$ cat config.mk
export PLATFORM = sky130hd
export DESIGN_NAME = controlpath_seq
export DESIGN_NICKNAME = d
export VERILOG_FILES = /design/src/rtl/controlpath_seq.sv
export SDC_FILE = /design/constraint.sdc
export NUM_CORES = 1
export LEC_CHECK = 0
export CORE_MARGIN = 2
export CORE_UTILIZATION = 45
export CTS_CLUSTER_DIAMETER = 40
export DETAILED_ROUTE_END_ITERATION = 7
export PLACE_DENSITY = 0.86
export SLEW_MARGIN = 20
export SYNTH_ARGS = -nofsm -noshare
export SYNTH_HDL_FRONTEND = slang
export SYNTH_SLANG_ARGS = --single-unit
export TNS_END_PERCENT = 20
$ cat constraint.sdc
create_clock -name clk -period 4.1 [get_ports clk]
set_clock_uncertainty 0.1 [all_clocks]
set_input_delay 0.82 -clock clk [delete_from_list [all_inputs] [get_ports clk]]
set_output_delay 0.82 -clock clk [all_outputs]
set_load 0.01 [all_outputs]
$ cat src/rtl/controlpath_seq.sv
// controlpath_seq: multi-cycle instruction sequencer with fault trapping, wait timeout, halt/resume
// and a retired-instruction counter; all outputs are Moore functions of state and IR.
module controlpath_seq #(
    parameter int IW      = 32,
    parameter int RAW     = 4,
    parameter int TIMEOUT = 15,
    parameter int CW      = 16
) (
    input  logic           clk,
    input  logic           rst_n,
    input  logic           go,
    input  logic [IW-1:0]  instruction,
    input  logic           instr_segv,
    input  logic           wait_instr,
    input  logic           data_segv,
    input  logic           wait_data,
    output logic           instr_req,
    output logic           pc_inc,
    output logic [2:0]     opcode,
    output logic [RAW-1:0] a_select,
    output logic [RAW-1:0] b_select,
    output logic [RAW-1:0] dst_select,
    output logic           ld,
    output logic           st,
    output logic           reg_write,
    output logic           busy,
    output logic           fault,
    output logic [2:0]     fault_code,
    output logic [CW-1:0]  retired
);
    localparam int WCW = (TIMEOUT > 1) ? $clog2(TIMEOUT + 1) : 1;

    typedef enum logic [3:0] {
        S_IDLE, S_FETCH, S_DECODE, S_EXEC, S_MEM, S_WB, S_HALT, S_RESUME, S_FAULT
    } state_t;

    localparam logic [2:0] OP_ALU  = 3'b001;
    localparam logic [2:0] OP_LD   = 3'b010;
    localparam logic [2:0] OP_ST   = 3'b011;
    localparam logic [2:0] OP_HALT = 3'b100;

    state_t           r_state, w_next;
    logic [2:0]       r_op;
    logic [3*RAW-1:0] r_sel;
    logic [WCW-1:0]   r_wcnt;
    logic [2:0]       r_fcode, w_cause;
    logic [CW-1:0]    r_retired;
    logic             w_wait, w_tmo, w_waitst;

    assign w_waitst = (r_state == S_FETCH) || (r_state == S_MEM);
    assign w_wait   = (r_state == S_FETCH) ? wait_instr : wait_data;
    assign w_tmo    = (TIMEOUT > 0) && w_wait && (r_wcnt == WCW'(TIMEOUT));

    always_comb begin
        w_next  = r_state;
        w_cause = 3'd0;
        case (r_state)
            S_IDLE:   w_next = go ? S_FETCH : S_IDLE;
            S_FETCH: begin
                if (instr_segv) begin
                    w_next  = S_FAULT;
                    w_cause = 3'd1;
                end else if (w_tmo) begin
                    w_next  = S_FAULT;
                    w_cause = 3'd4;
                end else if (!wait_instr) begin
                    w_next = S_DECODE;
                end
            end
            S_DECODE: begin
                if (r_op[2] && r_op != OP_HALT) begin
                    w_next  = S_FAULT;
                    w_cause = 3'd3;
                end else begin
                    w_next = (r_op == OP_HALT) ? S_HALT : S_EXEC;
                end
            end
            S_EXEC:   w_next = r_op[1] ? S_MEM : S_WB;
            S_MEM: begin
                if (data_segv) begin
                    w_next  = S_FAULT;
                    w_cause = 3'd2;
                end else if (w_tmo) begin
                    w_next  = S_FAULT;
                    w_cause = 3'd4;
                end else if (!wait_data) begin
                    w_next = S_WB;
                end
            end
            S_WB:     w_next = S_FETCH;
            // Resume spends one cycle advancing the PC past the HALT word before refetching.
            S_HALT:   w_next = go ? S_RESUME : S_HALT;
            S_RESUME: w_next = S_FETCH;
            S_FAULT:  w_next = S_FAULT;
            default:  w_next = S_IDLE;
        endcase
    end

    always_ff @(posedge clk or negedge rst_n) begin
        if (!rst_n) begin
            r_state   <= S_IDLE;
            r_op      <= '0;
            r_sel     <= '0;
            r_wcnt    <= '0;
            r_fcode   <= '0;
            r_retired <= '0;
        end else begin
            r_state <= w_next;
            if (r_state == S_FETCH && w_next == S_DECODE) begin
                r_op  <= instruction[IW-1 -: 3];
                r_sel <= instruction[3*RAW-1:0];
            end
            r_wcnt <= (w_waitst && w_wait && TIMEOUT > 0) ? r_wcnt + 1'b1 : '0;
            if (w_cause != 3'd0) r_fcode <= w_cause;
            if (r_state == S_WB) r_retired <= r_retired + 1'b1;
        end
    end

    assign instr_req  = (r_state == S_FETCH);
    assign pc_inc     = (r_state == S_WB) || (r_state == S_RESUME);
    assign opcode     = r_op;
    assign a_select   = r_sel[2*RAW-1:RAW];
    assign b_select   = r_sel[3*RAW-1:2*RAW];
    assign dst_select = r_sel[RAW-1:0];
    assign ld         = (r_state == S_MEM) && (r_op == OP_LD);
    assign st         = (r_state == S_MEM) && (r_op == OP_ST);
    assign reg_write  = (r_state == S_WB) && (r_op == OP_ALU || r_op == OP_LD);
    assign busy       = !(r_state == S_IDLE || r_state == S_HALT || r_state == S_FAULT);
    assign fault      = (r_state == S_FAULT);
    assign fault_code = r_fcode;
    assign retired    = r_retired;
endmodule

# Word-level counts from Yosys, hierarchy flattened
# Cells that the tools add are included.
[classes]
n_reduce_logical = 16
add_sub_neg = 2
muxes = 19
n_eq_ne = 15
[ops]
columns = ["operator", "n"]
rows = [
  ["$mux W4", 8],
  ["$pmux W4 S8", 1],
  ["$add A16 B1 Y16 const B", 1],
  ["$eq A4 B3 Y1 const B", 4],
  ["$eq A4 B2 Y1 const B", 3],
  ["$mux W3", 4],
  ["$pmux W3 S3", 1],
  ["$eq A4 B4 Y1 const B", 2],
  ["$logic_and A1 B1 Y1", 7],
  ["$eq A3 B2 Y1 const B", 2],
  ["$logic_or A1 B1 Y1", 5],
  ["$add A4 B1 Y4 const B", 1],
  ["$eq A4 B1 Y1 const B", 1],
  ["$logic_not A4 Y1", 1],
  ["$mux W1", 4],
  ["$eq A3 B1 Y1 const B", 1],
  ["$eq A3 B3 Y1 const B", 1],
  ["$ne A3 B3 Y1 const B", 1],
  ["$reduce_bool A3 Y1", 1],
  ["$mux W2", 1],
  ["$reduce_or A2 Y1", 1],
  ["$logic_not A1 Y1", 1],
]
[word_totals]
register_bits = 42
out_inout_bits = 41
word_cells = 58

# Logic depth before layout (Yosys ltp)
[depth]
depth_word = 8
mapped_depth = 5

# Least setup slack after synthesis
# Ideal clock, no wire load.
[synth_path]
path_kind = "register -> output"
from = "register r_state[3]"
to = "output ld"
required_ps = 3180
arrival_ps = 1365
slack_ps = 1815
n_path_buf = 0
path_stages_with_launch = 3
path_cell_list = "dfrtp_1 nor4b_2 nor4b_1"
[synth_between]
elab_chain_cells = 2
[synth_lines]
columns = ["element", "line_no", "rtl"]
rows = [
  ["from (decl)", "42", "state_t r_state, w_next;"],
  ["from (signal assigned)", "108", "r_state <= w_next;"],
  ["$eq A4 B3 Y1", "125", "assign ld = (r_state == S_MEM) && (r_op == OP_LD);"],
  ["$logic_and A1 B1 Y1", "125", ""],
  ["to (decl)", "23", "output logic ld,"],
]
# Every way passes these cells.

# Final worst setup path
[layout_path]
from = "register r_state[2]"
to = "output ld"
# The elaborated chain is that of the path after synthesis.

==> flow_summary.yaml <==
outcome:
  status: "finished clean"
worst_setup_path:
  r2r-end: "opcode[0]"
  required_ns: 3.18
  slowest_stage: "dfrtp_1"
  crit_path_max_fanout: 13
  cp.arrival_ns: 2.37
  crit_chain: "nor4b_2, nor4b_1, clkdlybuf4s50_1"
  cp_top_family: "simple AND/OR/NAND/NOR gates"
  cp_slowest_stage_delay_ns: 0.60
  path_class: "register to primary output"
  reg2reg_depth: 3
  reg2reg_slack_ns: 1.66
  worst_setup_path_end_kind: "primary output"
  cp_num_buf_inv: 1
  start_kind: "register"
  reg2reg_from: "r_state[0]"
cells_and_area:
  fin_cells: 284
  antennaDiodeCount: 0
  nets: 272
  areaGrowthSynthToFinish_pct: 38.8
  n_fill_cell: 340
  final_common_cell: "clkdlybuf4s50_1"
  drive_gt1_share_pct: 12.1
  final_cell_mix: "clkdlybuf4s50_1 (61), dfrtp_1 (42), xnor2_1 (16), nand2_1 (14), mux2_2 (14)"
clock_network:
  ctsHtreeMaxLevel: 2
  cts_resized: 0
  cts_setup_buffers: 0
  cts_num_sinks: 42
  cts_tree: "yes"
  clkLatencyLatePin_ns: 0.29
  ctsHoldBuffers: 0
  clk_pin_slew_ns: 0.07
  cts_made_buffers: 5
  clock_path_buffers: 2
  cts_root_buffer: "clkbuf_8"
hold_path:
  hold_path_class: "register to register"
  hold_depth: 1
  hold_path.startpoint: "r_wcnt[0]"
  worstHoldEndpoint: "r_wcnt[0]"
floorplanning:
  coreArea_um2: 4260
  io_pins: 80
  die-area_um2: 4900
  die_h_um: 70.0
  rows: 24
  initial_core_util_pct: 46.0
  die_w_um: 70.0
synth:
  synth_area_per_cell_um2: 11.8
  ys_types: 43
  syn-num-nets: 207
  seq_area_frac_synth_pct: 53.6
  ys_warn_count: 0
  synthCells: 166
  synth_area_um2: 1960
  ys_ff_latch: 42
route:
  viasPerCell: 5.23
  drt-total-wl_mm: 4.17
  wire_per_inst_um: 14.7
  dr.first_iter.drc_count: 73
  drc_errors: 0
  first_pass_iters: 4
  vias: 1484
  antenna_left: 0
placement:
  dp_hpwl_mm: 2.99
  io_buffer_count: 62
  place_inst: 276
  routabilityCongestion: 0.871
pwr:
  design_power_total_uw: 1540
  p_leak_uw: 0.00114
  vdd_drop_max_mv: 0.381
  power_density_nw_per_um2: 566
timing:
  fmax_mhz: 304
  maxSlewViolCount: 0
  fin_crit_sh_pct: 80.3
  setup_viol: 0
  holdWs_ns: 0.367
  slew_headroom_pct: 37.1
  finalHoldViolations: 0
  grt_setup_unrepaired: "no"
  final.min_clock_period_ns: 3.29
  tightest_slew_ns: 0.944
  tns_ns: 0
grt:
  grt_overflow: 0
  antenna_found_initial: 0
  grt_pass1_wl_mm: 7.09
  grt_max_degree: 43
  grt_pass1_vias: 1512
  grt_usage_pct: 18.3
flow_run:
  drv_cap: 0
## cells by family (layout without fill, tap and decap cells)
group,after synthesis,after routing,share of synthesized area [%]
AND/OR/NAND/NOR,64,64,20.3
flip-flops,42,42,53.6
XOR/XNOR,18,18,8.04
AO/OA/AOI/OAI,17,17,6.51
multiplexers,14,14,8.04
buffers and inverters,9,75,2.30
adder cells (fa/ha/maj),2,2,1.28
## metal layers
metal / GRT usage, % / vias up / wire, µm
met5: 0 / - / 0
met4: 7.69 / 0 / 60
met3: 5.19 / 5 / 195
met2: 29.9 / 29 / 2130
met1: 22.7 / 735 / 1780
li1: - / 715 / -
## cells in the mapped netlist
cell type / n / area, µm²
nor2_1: 10 / 37.5
a2bb2o_1: 1 / 10.0
a211oi_1: 1 / 7.51
o31ai_1: 1 / 7.51
a21oi_1: 3 / 15.0
mux2_2: 14 / 158
ha_1: 2 / 25.0
or2_2: 2 / 12.5
and3_1: 2 / 12.5
a311oi_1: 1 / 8.76
nand3b_1: 2 / 15.0
buf_6: 1 / 11.3
inv_1: 5 / 18.8
nand4_1: 5 / 31.3
or4_1: 1 / 7.51
nand3_1: 6 / 30.0
a31o_2: 1 / 8.76
nand4bb_1: 1 / 11.3
nor3b_1: 1 / 7.51
a2111oi_0: 1 / 8.76
nand2b_1: 1 / 6.26
nor3_1: 3 / 15.0
and4bb_2: 1 / 12.5
a22oi_1: 1 / 7.51
buf_2: 3 / 15.0
o21ai_0: 2 / 10.0
a221o_1: 1 / 10.0
dfrtp_1: 42 / 1050
a32o_1: 1 / 10.0
nor4b_1: 2 / 17.5
and3b_1: 1 / 8.76
nor4b_2: 1 / 15.0
o2bb2ai_1: 1 / 8.76
a21o_1: 2 / 15.0
and4b_1: 1 / 10.0
xor2_1: 2 / 17.5
nand2_1: 14 / 52.6
nor4b_4: 1 / 23.8
xnor2_1: 16 / 140
nor3b_4: 1 / 18.8
and4_1: 1 / 8.76
nor2b_1: 5 / 31.3
and2_1: 2 / 12.5
## flip-flops by register name, summed over array words and instances, names as in the netlist
register / cells
retired: 16
r_sel: 12
r_state: 4
r_wcnt: 4
fault_code: 3
opcode: 3
## worst max-delay path by stage
| stage | startpoint | to | cells past startpoint |
|---|---|---|---|
| after floorplan | r_state[3] | ld | 2 |
| after global placement | r_state[2] | ld | 3 |
| after detailed placement | r_state[2] | ld | 3 |
| after CTS | r_state[2] | ld | 3 |
| after global routing | r_state[2] | ld | 3 |
| final | r_state[2] | ld | 3 |
## power by group
group          internal [µW]  total, µW  switching, µW
registers                520        645            125
logic                    362        583            221
clock network            182        313            131
total                   1060       1540            478
## final cells by class
type	count	area, µm²	area share, %
clock buffers	7	76.3	2.80
well taps	52	65.1	2.39
multi-input cells	115	866	31.8
inverters	5	18.8	0.689
flip-flops and latches	42	1050	38.6
repair buffers	62	616	22.6
clock inverters	1	30.0	1.10
## worst reg2reg max path, cell delays in order, from the launching register on
cell	delay, ns
dfrtp_1	0.60
nor4b_4	0.45
nor3b_4	0.76
mux2_2	0.42
## metrics by stage
step | util, % | cell area [µm²] | setup slack (ns)
2_1_floorplan | - | 1960 | 1.81
3_3_place_gp | 61.4 | 2620 | 1.19
3_5_place_dp | 61.4 | 2620 | 1.14
4_1_cts | 63.8 | 2720 | 0.791
5_1_grt | 63.8 | 2720 | 0.593
6_report | 63.8 | 2720 | 0.809
(Power assumes the default switching activity.)
